==> src/rtl/aes_round_ctrl.sv <==
// aes_round_ctrl: AES-128 round sequencer.
// Owns the 128-bit state register and walks it through the external
// combinational round datapath: the initial addroundkey (round 0), then
// full rounds 1..9 and the final round 10 without mixcolumns. The result
// is offered through a valid/ack handshake. A block can be handed over
// back-to-back, so the next block is accepted on the same edge as the ack.
// Optional feature macro: AES_KEY_STALL_EN adds the key_valid input. When
// key_valid is low, RUN holds its state and round number.
module aes_round_ctrl (
    input  logic             clk,
    input  logic             reset,
    input  logic             start,
    input  logic [15:0][7:0] plaintext,
`ifdef AES_KEY_STALL_EN
    input  logic             key_valid,
`endif
    output logic             ready,
    output logic [3:0]       round_num,
    output logic             ark_only,
    output logic             mix_en,
    output logic [15:0][7:0] state_q,
    input  logic [15:0][7:0] round_out,
    output logic             out_valid,
    input  logic             out_ack,
    output logic [15:0][7:0] ciphertext,
    output logic             busy
);

    localparam int unsigned NR        = 10;
    localparam logic [3:0]  LastRound = 4'(NR);

    typedef enum logic [1:0] {
        IDLE = 2'd0,
        RUN  = 2'd1,
        DONE = 2'd2
    } fsm_t;

    fsm_t             r_fsm;
    fsm_t             w_fsmNext;
    logic [3:0]       r_round;
    logic [3:0]       w_roundNext;
    logic [15:0][7:0] r_state;
    logic [15:0][7:0] w_stateNext;
    logic             w_advance;

`ifdef AES_KEY_STALL_EN
    assign w_advance = key_valid;
`else
    assign w_advance = 1'b1;
`endif

    // State, round counter and block register; reset discards any in-flight block.
    always_ff @(posedge clk or posedge reset) begin
        if (reset) begin
            r_fsm   <= IDLE;
            r_round <= 4'd0;
            r_state <= '0;
        end else begin
            r_fsm   <= w_fsmNext;
            r_round <= w_roundNext;
            r_state <= w_stateNext;
        end
    end

    // Next-state logic: load on acceptance, step one round per advancing edge, hand off in DONE.
    always_comb begin
        w_fsmNext   = r_fsm;
        w_roundNext = r_round;
        w_stateNext = r_state;
        case (r_fsm)
            IDLE: begin
                if (start) begin
                    w_fsmNext   = RUN;
                    w_roundNext = 4'd0;
                    w_stateNext = plaintext;
                end
            end
            RUN: begin
                if (w_advance) begin
                    w_stateNext = round_out;
                    if (r_round == LastRound) begin
                        w_fsmNext = DONE;
                    end else begin
                        w_roundNext = r_round + 4'd1;
                    end
                end
            end
            DONE: begin
                if (out_ack) begin
                    w_roundNext = 4'd0;
                    if (start) begin
                        w_fsmNext   = RUN;
                        w_stateNext = plaintext;
                    end else begin
                        w_fsmNext = IDLE;
                    end
                end
            end
            default: begin
                w_fsmNext   = IDLE;
                w_roundNext = 4'd0;
            end
        endcase
    end

    // ready is the only output that depends on an input: in DONE, an ack frees the slot within the same cycle.
    assign ready      = (r_fsm == IDLE) | ((r_fsm == DONE) & out_ack);

    assign round_num  = r_round;
    assign ark_only   = (r_round == 4'd0);
    assign mix_en     = (r_round != 4'd0) && (r_round != LastRound);
    assign state_q    = r_state;
    assign ciphertext = r_state;
    assign out_valid  = (r_fsm == DONE);
    assign busy       = (r_fsm == RUN);

endmodule

==> config.mk <==
export PLATFORM = sky130hd
export DESIGN_NAME = aes_round_ctrl
export DESIGN_NICKNAME = d
export VERILOG_FILES = /design/src/rtl/aes_round_ctrl.sv
export SDC_FILE = /design/constraint.sdc
export NUM_CORES = 1
export LEC_CHECK = 0
export ABC_AREA = 1
export BUFFER_PORTS_ARGS = -buffer_cell sky130_fd_sc_hd__buf_2
export CORE_AREA = 10 10 196 198
export CTS_CLUSTER_DIAMETER = 150
export DETAILED_ROUTE_END_ITERATION = 6
export DIE_AREA = 0 0 206 208
export SLEW_MARGIN = 20
export SYNTH_ARGS = -nofsm -noshare
export SYNTH_HDL_FRONTEND = slang
export SYNTH_SLANG_ARGS = --single-unit
==> constraint.sdc <==
create_clock -name clk -period 9.2 [get_ports clk]
set_clock_uncertainty 0.15 [all_clocks]
set_input_delay 0.92 -clock clk [delete_from_list [all_inputs] [get_ports clk]]
set_output_delay 0.92 -clock clk [all_outputs]
set_load 0.05 [all_outputs]
==> impl_metrics.csv <==
group,metric,value,unit
placed_design,dp_hpwl,23900,µm
yosys,synthTopCellsByArea,"dfrtp_1 42%, nand2_1 31%, buf_4 14%, nand3_1 8.3%, buf_2 2.1%",
outcome,outcome,"complete, no violations",
clock_network,htreeDepth,4,
placed_design,gp_congestion,0.858,
layout,nets,1759,
yosys,synth_nets,1409,
hold_path,hold_end,"ciphertext[73]",
route,ant_nets,0,
grt,overflow,0,
setup_path,setup.worst_path.start_class,"input port",
route,routed_wl,30900,µm
yosys,synth_mux_area_share,0,%
yosys,yosysWarningCount,0,
timing,slew_violations,0,
placed_design,io_buffers,524,
route,drt_iter0_drc,376,
route,dr.pass1.iters,5,
yosys,ys_seq_area_share,42.1,%
timing,tns,0,ns
grt,track_usage,13.6,%
hold_path,worstHoldStart,"ciphertext[73]",
route,drcViolationCount,0,
grt,grt_max_degree,165,
layout,syn2layout_area_growth,31.5,%
layout,diodes,0,
clock_network,cts.path.max_buffers,2,
layout,drive_above_1_share,37.7,%
yosys,synthXorXnorAreaFrac,0,%
clock_network,insertion_delay,0.41,ns
clock_network,cts_hold_buf,0,
route,viasPerCell,4.17,
setup_path,r2r-start,"r_fsm[1]",
setup_path,reg2reg_slack,6.14,ns
yosys,ys_seq_elements,134,
die,dieWidth,206,µm
timing,fin_crit_sh,34.9,%
hold_path,whs_path_depth,2,
clock_network,numCtsBuffers,17,
timing,min_period,3.21,ns
setup_path,worst_path_max_delay_cell,"buf_4",
clock_network,cts_sinks,134,
setup_path,worstSetupPathType,"in2reg",
yosys,synth_top_area_share,42.1,%
layout,final_common_cell,"nand2_1",
die,rows,68,
setup_path,required,9.40,ns
yosys,yosys.area.top_type,"dfrtp_1",
clock_network,cts_setup_buffers,0,
timing,worst_pin_slew,0.971,ns
setup_path,worstRegToRegCells,6,
layout,final_util,30.5,%
hold_path,hold_path_class,"reg2reg",
yosys,synth.avg_cell_area,6.95,µm²
yosys,synthSimpleGateAreaFrac,39.7,%
setup_path,reg2reg_to,"ciphertext[26]",
layout,layout_common_cells,"653 x nand2_1, 524 x buf_2, 134 x dfrtp_1",
setup_path,cp.depth,8,
grt,grt_pass1_wl,47100,µm
yosys,synth_cell_types,18,
die,core,0.0344,mm²
timing,rsz0062_at_grt,"false",
die,initial_core_util,23.2,%
setup_path,crit_family,"simple AND/OR/NAND/NOR gates",
setup_path,setup.worst_path.end_class,"flop",
setup_path,crit_chain,"buf_2 > inv_1 > a21oi_1 > nand2_4 > nand2_4 > buf_4 > nand2_1 > nand2_1",
route,wire_per_inst,15.7,µm
die,io-pin-count,525,
yosys,synth_compound_area_share,0.440,%
setup_path,cpPeakStageDelay,0.70,ns
timing,fmax,0.312,GHz
die,die_h,208,µm
die,dieArea,0.0428,mm²
setup_path,crit_arrival,3.41,ns
flow_run,max_cap_violations,0,
timing,hold_viol_final,0,
clock_network,cts_root_buf,"clkbuf_16",
setup_path,critPathMaxFanout,78,
yosys,synth_top_family_by_area,"simple AND/OR/NAND/NOR gates",
layout,n_fill_cell,3818,
grt,grt_pass1_vias,8484,
clock_network,cts.clk_slew.worst_paths,0.07,ns
yosys,netlist_area,0.00797,mm²
timing,setup_viol,0,
yosys,syn_inst,1146,
timing,maxSlewHeadroom,35.3,%
clock_network,cts_tree,"built",
yosys,synthAdderAreaFrac,0.471,%
clock_network,cts_resized,0,
grt,antenna_found_initial,0,
setup_path,critPathBufInv,3,
route,num_vias,8183,
per-stage QoR:
step                      cell area [µm²]  instances  hold WS (ns)  worst slack, ns
final                               10500       1964         0.380             5.99
after global routing                10500       1964         0.409             5.62
after CTS                           10500       1964         0.385             5.99
after detailed placement             9890       1932         0.369             5.55
after global placement               9890       1932         0.360             5.60
after floorplan                      7970       1146         0.455             4.55
how the worst max path moves through the flow:
stage | startpoint | end | slack, ns
floorplan | reset | ciphertext[0] | 4.55
global placement | out_ack | ciphertext[65] | 5.60
detailed placement | out_ack | ciphertext[75] | 5.55
CTS | out_ack | ciphertext[75] | 5.99
global route | out_ack | ciphertext[80] | 5.62
finish | out_ack | ciphertext[26] | 5.99
layout make-up:
cell class | count | area, µm² | share of cell area, %
clock buffers | 20 | 467 | 4.45
multi-input cells | 804 | 3250 | 31.0
repair buffers | 530 | 2670 | 25.5
clock inverters | 12 | 121 | 1.16
flip-flops and latches | 134 | 3350 | 32.0
inverters | 9 | 46.3 | 0.442
well taps | 455 | 569 | 5.43
worst min-delay path, cell delays in order (launching register included):
cell and delay, ns:
dfrtp_1 0.36, nand3_1 0.08, nand2_1 0.06
flip-flops by register name, summed over array words and instances, names as in the netlist:
signal and flops:
r_fsm 2, ciphertext 128, round_num 4
cell families (layout without fill, tap and decap cells):
logic type | count (synthesis) | count (layout)
buf+inv | 208 | 571
flops | 134 | 134
fa+ha+maj | 3 | 3
compound gates | 7 | 7
simple gates | 794 | 794
cells in the mapped netlist:
cell	instances
inv_1	7
nor2_1	3
dfrtp_1	134
o21ai_0	4
a21oi_1	2
or2_2	1
nand3b_1	1
nand2_1	655
nand3_1	132
buf_4	149
clkbuf_1	16
nand4_1	1
inv_2	2
ha_1	3
buf_1	1
buf_2	33
nor2_4	1
o21ai_1	1
per-layer routing:
metal | up-vias | share of wire (%) | GRT usage [%]
met4 | 0 | 1.8 | 3.74
li1 | 4102 | - | -
met5 | - | 0 | 0
met1 | 3710 | 40 | 16.0
met3 | 28 | 8.1 | 3.71
met2 | 343 | 50 | 23.7
Power is not shown: default switching activity piles up to over one toggle a cycle in this logic, so the estimate is an artifact.
